## src/rtl/rv32_mem.sv

```systemverilog
// rv32_mem: memory-access stage. Resolves the branch redirect, runs data-memory
// loads/stores over a valid/ready bus, aligns and extends load data, and
// registers the writeback. While an access is outstanding it stalls upstream.
module rv32_mem (
    input  logic        clk,
    input  logic        reset_n,
    input  logic        stall_in,
    input  logic        flush_in,
    input  logic        mem_read_in,
    input  logic        mem_write_in,
    input  logic [1:0]  mem_width_in,
    input  logic        mem_zero_extend_in,
    input  logic        mem_fence_in,
    input  logic [1:0]  branch_op_in,
    input  logic [4:0]  rd_in,
    input  logic        rd_write_in,
    input  logic [31:0] result_in,
    input  logic [31:0] rs2_value_in,
    input  logic [31:0] branch_pc_in,
    output logic [31:0] data_address_out,
    output logic        data_read_out,
    output logic        data_write_out,
    output logic [3:0]  data_write_mask_out,
    output logic [31:0] data_write_value_out,
    input  logic [31:0] data_read_value_in,
    input  logic        data_ready_in,
    output logic        stall_out,
    output logic        branch_taken_out,
    output logic [31:0] branch_pc_out,
    output logic [4:0]  rd_out,
    output logic        rd_write_out,
    output logic [31:0] rd_value_out
);

    typedef enum logic [1:0] {IDLE, BUSY, DONE} state_t;

    state_t      state_q, state_d;
    logic        kill_q, kill_d;
    logic [31:0] hold_q, hold_d;
    logic [4:0]  rd_q, rd_d;
    logic        rd_write_q, rd_write_d;
    logic [31:0] rd_value_q, rd_value_d;

    logic        req;
    logic        strobe_en;
    logic [31:0] load_data;
    logic [31:0] wb_load_value;

    // Byte-lane enables: half ignores addr[0], word ignores addr[1:0].
    function automatic logic [3:0] lane_mask(input logic [1:0] width, input logic [1:0] addr);
        case (width)
            2'b00:   return 4'b0001 << addr;
            2'b01:   return addr[1] ? 4'b1100 : 4'b0011;
            default: return 4'b1111;
        endcase
    endfunction

    // Store data replicated across all lanes so the mask alone picks the bytes.
    function automatic logic [31:0] store_lanes(input logic [1:0] width, input logic [31:0] value);
        case (width)
            2'b00:   return {4{value[7:0]}};
            2'b01:   return {2{value[15:0]}};
            default: return value;
        endcase
    endfunction

    // Select the addressed lane and zero- or sign-extend it to 32 bits.
    function automatic logic [31:0] align_load(input logic [31:0] word, input logic [1:0] width,
                                               input logic [1:0] addr, input logic zext);
        logic signed [7:0]  b;
        logic signed [15:0] h;
        case (addr)
            2'd0:    b = word[7:0];
            2'd1:    b = word[15:8];
            2'd2:    b = word[23:16];
            default: b = word[31:24];
        endcase
        h = addr[1] ? word[31:16] : word[15:0];
        case (width)
            2'b00:   return zext ? {24'b0, b} : 32'(b);
            2'b01:   return zext ? {16'b0, h} : 32'(h);
            default: return word;
        endcase
    endfunction

    // A fence never touches the bus; a flushed instruction never starts an access.
    assign req = (mem_read_in | mem_write_in) & ~flush_in & ~mem_fence_in;

    // Bus request, alignment and stall; reset drops strobes without waiting for a clock.
    always_comb begin
        strobe_en            = reset_n & (((state_q == IDLE) & req) | (state_q == BUSY));
        data_address_out     = {result_in[31:2], 2'b00};
        data_read_out        = strobe_en & mem_read_in;
        data_write_out       = strobe_en & mem_write_in;
        data_write_mask_out  = lane_mask(mem_width_in, result_in[1:0]);
        data_write_value_out = store_lanes(mem_width_in, rs2_value_in);
        stall_out            = strobe_en & ~data_ready_in;
        load_data            = align_load(data_read_value_in, mem_width_in, result_in[1:0],
                                          mem_zero_extend_in);
        wb_load_value        = (state_q == DONE) ? hold_q : load_data;
    end

    // Branch redirect straight to fetch; a flushed instruction never redirects.
    always_comb begin
        case (branch_op_in)
            2'b00:   branch_taken_out = 1'b0;
            2'b01:   branch_taken_out = (result_in == 32'd0);
            2'b10:   branch_taken_out = (result_in != 32'd0);
            default: branch_taken_out = 1'b1;
        endcase
        branch_taken_out = branch_taken_out & ~flush_in;
        branch_pc_out    = branch_pc_in;
    end

    // Access sequencing: a completion under stall parks the load data in the
    // hold buffer so DONE never re-issues the access; flush in BUSY only marks kill.
    always_comb begin
        state_d = state_q;
        kill_d  = kill_q;
        hold_d  = hold_q;
        case (state_q)
            IDLE: begin
                if (req) begin
                    if (!data_ready_in) begin
                        state_d = BUSY;
                    end else if (stall_in) begin
                        state_d = DONE;
                        hold_d  = load_data;
                    end
                end
            end
            BUSY: begin
                kill_d = kill_q | flush_in;
                if (data_ready_in) begin
                    kill_d = 1'b0;
                    if (stall_in) begin
                        state_d = DONE;
                        hold_d  = load_data;
                    end else begin
                        state_d = IDLE;
                    end
                end
            end
            DONE: begin
                if (!stall_in) state_d = IDLE;
            end
            default: state_d = IDLE;
        endcase
    end

    // Writeback register: bubbles while flushed, waiting or killed; frozen under stall_in.
    always_comb begin
        rd_d       = rd_q;
        rd_write_d = rd_write_q;
        rd_value_d = rd_value_q;
        if (!stall_in) begin
            if (flush_in | stall_out | kill_q) begin
                rd_write_d = 1'b0;
            end else begin
                rd_d       = rd_in;
                rd_write_d = rd_write_in;
                rd_value_d = mem_read_in ? wb_load_value : result_in;
            end
        end
    end

    // State and output registers.
    always_ff @(posedge clk or negedge reset_n) begin
        if (!reset_n) begin
            state_q    <= IDLE;
            kill_q     <= 1'b0;
            hold_q     <= 32'd0;
            rd_q       <= 5'd0;
            rd_write_q <= 1'b0;
            rd_value_q <= 32'd0;
        end else begin
            state_q    <= state_d;
            kill_q     <= kill_d;
            hold_q     <= hold_d;
            rd_q       <= rd_d;
            rd_write_q <= rd_write_d;
            rd_value_q <= rd_value_d;
        end
    end

    assign rd_out       = rd_q;
    assign rd_write_out = rd_write_q;
    assign rd_value_out = rd_value_q;

endmodule

```

## config.mk

```make
export PLATFORM = sky130hd
export DESIGN_NAME = rv32_mem
export DESIGN_NICKNAME = d
export VERILOG_FILES = /design/src/rtl/rv32_mem.sv
export SDC_FILE = /design/constraint.sdc
export NUM_CORES = 1
export LEC_CHECK = 0
export BUFFER_PORTS_ARGS = -buffer_cell sky130_fd_sc_hd__buf_4
export CAP_MARGIN = 5
export CORE_ASPECT_RATIO = 0.5
export CORE_UTILIZATION = 49
export DETAILED_ROUTE_END_ITERATION = 12
export PLACE_DENSITY_LB_ADDON = 0.08
export SETUP_SLACK_MARGIN = 0.4
export SLEW_MARGIN = 20
export SYNTH_ARGS = -nofsm -noshare
export SYNTH_HDL_FRONTEND = slang
export SYNTH_SLANG_ARGS = --single-unit
```

## constraint.sdc

```tcl
create_clock -name clk -period 2.7 [get_ports clk]
set_input_delay 0.135 -clock clk [delete_from_list [all_inputs] [get_ports clk]]
set_output_delay 0.135 -clock clk [all_outputs]
set_load 0.03 [all_outputs]
```

Word-level counts from Yosys, hierarchy flattened:

Index checks and enable logic that the tools add are counted.

* bitwise gates (word level): 18
* shifts and indexed selects: 1
* div/mod/pow operators: 0
* equal/unequal tests: 11
* muxes and demuxes: 24
* $lt $le $gt $ge: 0
* add/sub/neg operators: 0
* reductions and logical operators: 10
* multipliers: 0

Operators with widths (count)
* $mux W32: 7
* $pmux W32 S2: 3
* $logic_not A32 Y1: 1
* $reduce_bool A32 Y1: 1
* $pmux W8 S3: 1
* $mux W16: 1
* $mux W2: 6
* $and A1 B1 Y1: 8
* $eq A2 B1 Y1 const B: 4
* $logic_not A2 Y1: 4
* $pmux W4 S2: 1
* $eq A2 B2 Y1 const B: 3
* $ne A2 B2 Y1 const B: 3
* $pmux W2 S3: 1
* $not A1 Y1: 5
* $or A1 B1 Y1: 5
* $mux W4: 1
* $reduce_and A2 Y1: 2
* $reduce_and A4 Y1: 1
* $shl A1 B2 Y4 const A: 1
* $ne A3 B3 Y1 const B: 1
* $pmux W1 S3: 1
* $mux W1: 2
* $reduce_bool A2 Y1: 1

* bits in writable memories: 0
* memories kept: 0
* register bits: 73
* output and inout port bits: 142
* input bits: 147
* memory bits (read-only): 0
* latch bits: 0
* logic and storage cells: 70

Logic depth before layout (Yosys ltp):

Gate-level depths: netlist of run 1.

* depth after elaboration: 11
* mapped depth: 8
* depth with buffers taken out: 5

Worst setup path before layout of run 1:

Ideal clock, no wire load.

* path type: register to register
* start: reg state_q[1]
* end: reg rd_value_q[0] (netlist: rd_value_out[0])
* cell stages (with the launch flop): 8
* path slack: 971 ps
* setup time: 130 ps
* required time: 2570 ps
* data arrival time: 1599 ps
* period minus slack after synthesis: 1729 ps
* buffers on the path: 2
* path through: dfrtp_1 -> or2b_2 -> o41ai_4 -> a2111oi_2 -> buf_4 -> buf_6 -> mux2i_1 -> o31ai_2

* cells in the longest elaborated chain, start to end: 9
* elaborated cells on any way between the ends: 13
* classes of those cells: eq/ne (2); mux (2); bitwise (7); reduce/logical (2)

Ends and longest elaborated chain
* start, declared: line 37 `state_t state_q, state_d;`
* start signal, assigned: line 177 `state_q <= state_d;`
* $logic_not A2 Y1: line 91 `strobe_en = reset_n & (((state_q == IDLE) & req) | (state_q == BUSY));`
* $and A1 B1 Y1: line 91
* $or A1 B1 Y1: line 91
* $and A1 B1 Y1: line 91
* $and A1 B1 Y1: line 97 `stall_out = strobe_en & ~data_ready_in;`
* $or A1 B1 Y1 (2 in a row): line 157 `if (flush_in | stall_out | kill_q) begin`
* $not A1 Y1 (no line)
* $reduce_and A2 Y1 (no line)
* end signal, assigned: line 182 `rd_value_q <= rd_value_d;`
* end, declared: line 42 `logic [31:0] rd_value_q, rd_value_d;`

Parallel ways exist; a longest one is shown, timed or not.
A chain may end at the register's enable or synchronous reset.

Final worst setup path of run 1:

* start: reg state_q[1]
* end: reg rd_value_q[5] (netlist: rd_value_out[5])

The elaborated chain is that of the path after synthesis.

==> reports/results.ini, run 1 <==
[global_route]
antenna_found_initial=0
overflow=0
grt_pass1_vias=4451
globalRouteTotalUtil=0.302
grt_pass1_wl_mm=25.1
grt_max_degree=72

[min_path]
hold_depth=3
holdPathEnd=rd_out[2]
min_from=rd_in[2]
hp-class=input pin to flip-flop

[power_and_ir_drop]
ir_worst_vdd_mv=0.350
p_clk_frac=0.227
internal_power_uw=2900
p_leak_uw=0.00311
switching_share=0.404
comb_power_share=0.423
power_density_mw_per_mm2=736
seqPwrFrac=0.350
power.net_switching_uw=1960

[die]
boundaryPins=289
dieWidth_um=146
die_h_um=74.2
start_util=0.522
num_rows=25
core_mm2=0.00979
fp.dieArea_mm2=0.0109

[critical_path]
crit_fanout=11
rrSetupSlack_ps=640
critPathMaxStageDelay_ps=570
cpMaxStageDelayCell=o41ai_4
critPathRequiredTime_ps=2920
r2r-end=rd_value_out[5]
path_class=flip-flop to flip-flop
r2r_cells=4
critPathCaptureType=flip-flop
path_cells=o41ai_4 -> a2111o_1 -> nor2_1 -> o2bb2ai_1
crit-reg2reg-launch=state_q[1]
startpoint_type=flip-flop
arrival_ps=2280

[job]
drv_cap=0

[route]
vias=4952
drc=0
final_antenna_net_count=0
drt_pass1_iterations=5
post_drt_wl_per_cell_um=18.7
drt-initial-drc-count=386
vias_per_cell=5.59
finalWirelength_mm=16.6

[clock_network]
post_cts_buffers=0
path_clk_slew_ps=60
cts_tree=built
clockBufferDepth=2
cts_buffers=9
htree_levels=3
worstSkewPairLatency_ps=340
cts_sinks=73
clock-root-buffer=clkbuf_16

[yosys]
synth_area_mm2=0.00511
synth_edf_count=0
synthFlopType=dfrtp_1
yosys_warnings=0
synthArstFlopShare=1.00
synth_area_per_cell_um2=8.35
ys_ff_latch=73
ys_seq_area_frac=0.358
synthCells=612
synth_cell_types=52

[timing]
finalCriticalPeriod_ps=2060
holdWs_ps=7.19
worstMarginPinSlew_ps=959
maxSlewViolCount=0
setup_viol=0
skew_ps=8.22
relSlewSlack=0.359
period_share=0.761
tns_ps=0
max_freq_ghz=0.486
rsz0062_at_grt=no
final-hold-violation-count=0

[final_layout]
final_core_util=0.675
nNetsFinal=893
insertedDiodeCount=0
syn2layout_area_growth_pct=29.4
drive_gt1_frac=0.372
fin_area_mm2=0.00661

[placed_design]
dp_hpwl_mm=12.6
routabilityCongestion=0.940
io_buffer_count=222
placed_area_mm2=0.00629

[outcome]
outcome=finished, final reports clean

## worst max-delay path, delay by kind of cell (launching register included)
family	cells	cell delay, ps
AOI/OAI and AO/OA	3	1280
DFF	1	450
and+or+nand+nor	1	210
## final cells by class
class                   count  area, um2
clock buffers              10        229
clock inverters             6       42.5
fillers                   847       3180
inverters                   4       15.0
multi-input cells         420       2520
flip-flops and latches     73       1830
well taps                 135        169
repair buffers            238       1810
## how the worst max path moves through the flow
stage	start	to	slack (ps)	cells after the start
after floorplan	state_q[1]	rd_value_out[0]	970	7
after global placement	mem_width_in[1]	hold_q[20]	620	6
after detailed placement	mem_width_in[1]	hold_q[24]	570	6
after CTS	state_q[1]	rd_value_out[30]	660	5
after global routing	state_q[1]	rd_value_out[30]	460	5
final	state_q[1]	rd_value_out[5]	640	4
## registers in the layout, indices dropped and copies added (netlist names)
| name | cells |
|---|---|
| state_q | 2 |
| rd_write_out | 1 |
| hold_q | 32 |
| kill_q | 1 |
| rd_value_out | 32 |
| rd_out | 5 |
## timing repair
item | CTS | global route
hold buffers | 5 | 0
endpoints found under the hold margin | 7 | 0
gates resized for setup | 0 | 0
## layer usage
metal / up-vias / track usage / share of wire
met4: 0 / 0.0868 / 0.018
met1: 2383 / 0.420 / 0.46
met5: - / 0 / 0
met3: 38 / 0.0589 / 0.061
met2: 159 / 0.485 / 0.47
li1: 2372 / - / -
## cell families after synthesis
kind of cell | after synthesis | synth area share
mux | 36 | 0.0752
flops | 73 | 0.358
simple gates | 221 | 0.199
compound gates | 161 | 0.214
other cells | 1 | 0.000734
buf+inv | 120 | 0.153
## power groups by stage
stage | logic, uW | clock network [uW] | registers [uW]
final | 2050 | 1100 | 1700
after global routing | 2210 | 1160 | 1740
after CTS | 2060 | 1110 | 1700
after detailed placement | 2050 | 0 | 1720
after global placement | 2020 | 0 | 1710
after floorplan | 897 | 0 | 2130
## Yosys cell counts (all sizes together) (4+ instances only)
master	n	area, um2
nor2	39	156
clkbuf	25	93.8
buf	91	673
dfrtp	73	1830
a21oi	40	200
o211ai	24	180
nor4	8	50.1
nor2b	14	87.6
or3	16	100
a211oi	23	190
nand2	116	438
nand4	9	56.3
mux2	19	214
inv	4	15.0
mux2i	17	170
o2bb2ai	6	52.6
o21ai	42	210
nand2b	8	50.1
a222oi	6	60.1
## through the flow
stage / power [uW] / cells / setup WS, ps
after CTS: 4870 / 886 / 657
after floorplan: 3020 / 613 / 971
after global routing: 5120 / 886 / 463
after global placement: 3730 / 865 / 617
after detailed placement: 3770 / 865 / 566
final: 4860 / 886 / 644
## cells in the final DEF (no fill, tap or decap), drive strengths merged, types with 16 or more instances in the layout
master and instances:
nor2 39, or3 16, a21oi 40, mux2 19, dfrtp 73, o211ai 24, a211oi 23, nand2 116
mux2i 17, o21ai 42, buf 233
(Power assumes the default switching activity.)
==> run 2, diff against run 1 <==
--- a/config.mk
+++ b/config.mk
@@ -5,10 +5,11 @@
 export SDC_FILE = /design/constraint.sdc
 export NUM_CORES = 1
 export LEC_CHECK = 0
+export ABC_AREA = 1
 export BUFFER_PORTS_ARGS = -buffer_cell sky130_fd_sc_hd__buf_4
 export CAP_MARGIN = 5
 export CORE_ASPECT_RATIO = 0.5
-export CORE_UTILIZATION = 49
+export CORE_UTILIZATION = 46
 export DETAILED_ROUTE_END_ITERATION = 12
 export PLACE_DENSITY_LB_ADDON = 0.08
 export SETUP_SLACK_MARGIN = 0.4
==> constraint.sdc (replaced) <==
create_clock -name clk -period 2.1 [get_ports clk]
set_input_delay 0.105 -clock clk [delete_from_list [all_inputs] [get_ports clk]]
set_output_delay 0.105 -clock clk [all_outputs]
set_load 0.03 [all_outputs]
==> reports/results.ini, run 2 <==
[final_layout]
final_common_cell=buf_4
layout_common_cells=buf_4 (233), nand2_1 (206), nor2_1 (123), inv_1 (88), dfrtp_1 (73)
syn2layout_area_growth_pct=29.5  ; about the same
nNetsFinal=1117  ; +25%
drive_gt1_frac=0.272  ; -0.0997
fin_area_mm2=0.00701  ; +6.1%
final_core_util=0.625  ; -0.0500
final_cells=1134  ; +28%
insertedDiodeCount=0  ; unchanged

[outcome]
outcome=finished, final reports clean

[yosys]
synth_edf_count=0  ; unchanged
synth_most_common_cell=nand2_1
synth_xor_area_frac=0  ; unchanged
synth_top_family_by_area=simple AND/OR/NAND/NOR gates
ys_seq_area_frac=0.337  ; -0.0203
yosys_warnings=0  ; unchanged
synth_fa_ha_area_frac=0  ; unchanged
synthFlopType=dfrtp_1
synthTopCellsByCount=nand2_1 (206), nor2_1 (124), inv_1 (88)
synth_cell_types=31  ; -40%
synthCells=830  ; +36%
synth_area_mm2=0.00542  ; +6.0%
yosys.area_share.simple=0.334  ; +0.135
ys_ff_latch=73  ; unchanged
synth_area_per_cell_um2=6.53  ; -22%
synth_compound_area_frac=0.126  ; -0.0886
synth_top_cell_by_area=dfrtp_1
synthArstFlopShare=1.00  ; unchanged
synth_top_area_frac=0.337  ; -0.0203
synth_area_leaders=dfrtp_1 (34%), nand2_1 (14%), buf_4 (10%)
synthMuxAreaShare=0  ; -0.0752

[min_path]
hp-class=input pin to flip-flop

[critical_path]
critPathRequiredTime_ps=2350  ; -570 ps
path_class=flip-flop to flip-flop
critPathCaptureType=flip-flop
startpoint_type=flip-flop
arrival_ps=1810  ; -470 ps
crit_fanout=38  ; +27
rrSetupSlack_ps=540  ; -100 ps

[clock_network]
post_cts_buffers=0  ; unchanged
htree_levels=3  ; unchanged
cts_buffers=9  ; unchanged
clock-root-buffer=clkbuf_16
cts_sinks=73  ; unchanged
worstSkewPairLatency_ps=340  ; about the same
cts_tree=built
clockBufferDepth=2  ; unchanged
path_clk_slew_ps=60  ; about the same

[global_route]
globalRouteTotalUtil=0.318  ; +0.0162
overflow=0  ; unchanged
grt_max_degree=66  ; -8.3%
grt_pass1_vias=5356  ; +20%
antenna_found_initial=0  ; unchanged
grt_pass1_wl_mm=29.5  ; +18%

[power_and_ir_drop]
power_density_mw_per_mm2=778  ; +5.8%
p_leak_uw=0.00383  ; +23%
ir_worst_vdd_mv=0.401  ; +15%

[die]
boundaryPins=289  ; unchanged
dieWidth_um=155  ; +6.2%
fp.dieArea_mm2=0.0122  ; +13%
die_h_um=78.7  ; +6.1%
num_rows=27  ; +8.0%
start_util=0.483  ; -0.0389
core_mm2=0.0112  ; +15%

[placed_design]
io_buffer_count=222  ; unchanged
dp_hpwl_mm=14.6  ; +16%
placed_area_mm2=0.00665  ; +5.8%
placed_cells=1110  ; +28%
routabilityCongestion=0.974  ; +3.6%

[route]
final_antenna_net_count=0  ; unchanged
drt-initial-drc-count=688  ; +78%
finalWirelength_mm=19.0  ; +15%
vias_per_cell=5.23  ; -6.5%
vias=5926  ; +20%
drc=0  ; unchanged
drt_pass1_iterations=6  ; +1
post_drt_wl_per_cell_um=16.8  ; -10%

[timing]
final-hold-violation-count=0  ; unchanged
worstMarginPinSlew_ps=759  ; -200 ps
tns_ps=0  ; unchanged
rsz0062_at_grt=no
max_freq_ghz=0.641  ; +32%
relSlewSlack=0.494  ; +0.135
skew_ps=4.03  ; -4.19 ps
setup_viol=0  ; unchanged
finalCriticalPeriod_ps=1560  ; -497 ps
period_share=0.742  ; -0.0190
maxSlewViolCount=0  ; unchanged

[job]
drv_cap=0  ; unchanged

-- run 2: timing repair --
action,4_1_cts,5_1_grt
hold buffers,8,0
resized for setup,0,2
hold endpoints to repair,22,0
endpoints found under the setup margin,0,32
-- run 2: area by class of cell --
cell class	count	area, um2
clock inverter	3	15.0
multi-input combinational	551	2500
tap	159	199
sequential	73	1830
fill	1059	4200
timing repair buffer	243	1860
clock buffer	13	260
inverter	92	348
-- run 2: power by group --
part           switching (uW)  internal, uW
registers                 203          1760
logic                    1270           789
clock network             579           859
-- run 2: path summary, 6_finish.rpt --
kind,end,depth (start not counted),start
worst max register to register,rd_value_out[18],8,state_q[0]
min in group asynchronous,rd_out[3],2,reset_n
worst max-delay path,rd_value_out[18],8,state_q[0]
worst min-delay path,rd_write_out,3,stall_in
max in group asynchronous,hold_q[2],3,reset_n
worst min register to register,hold_q[17],2,hold_q[17]
-- run 2: logic make-up after synthesis --
logic type,Yosys count
simple gates,422
buf+inv,207
compound gates,127
flops,73
other cells,1
-- run 2: through the flow --
step                      power (uW)  setup slack, ps  hold WS [ps]
after detailed placement        4020              471         0.132
after global routing            5730              416          30.1
final                           5450              541          24.9
after floorplan                 3300              742          -191
after global placement          3980              508          6.35
after CTS                       5460              481          22.3
-- run 2: worst max-delay path, cell delays in order, from the launching register on --
cell and delay [ps]:
dfrtp_1 420, inv_1 100, nand2_1 90, nand4_1 130, nand2_1 120, inv_1 80
buf_6 300, nor2_1 70, a21oi_1 140
-- run 2: metal layers --
metal | global-route usage | wire [um] | up-vias
li1 | - | - | 2857
met1 | 0.460 | 8530 | 2730
met2 | 0.474 | 8330 | 290
met3 | 0.0710 | 1780 | 49
met4 | 0.0912 | 405 | 0
met5 | 0 | 0 | -
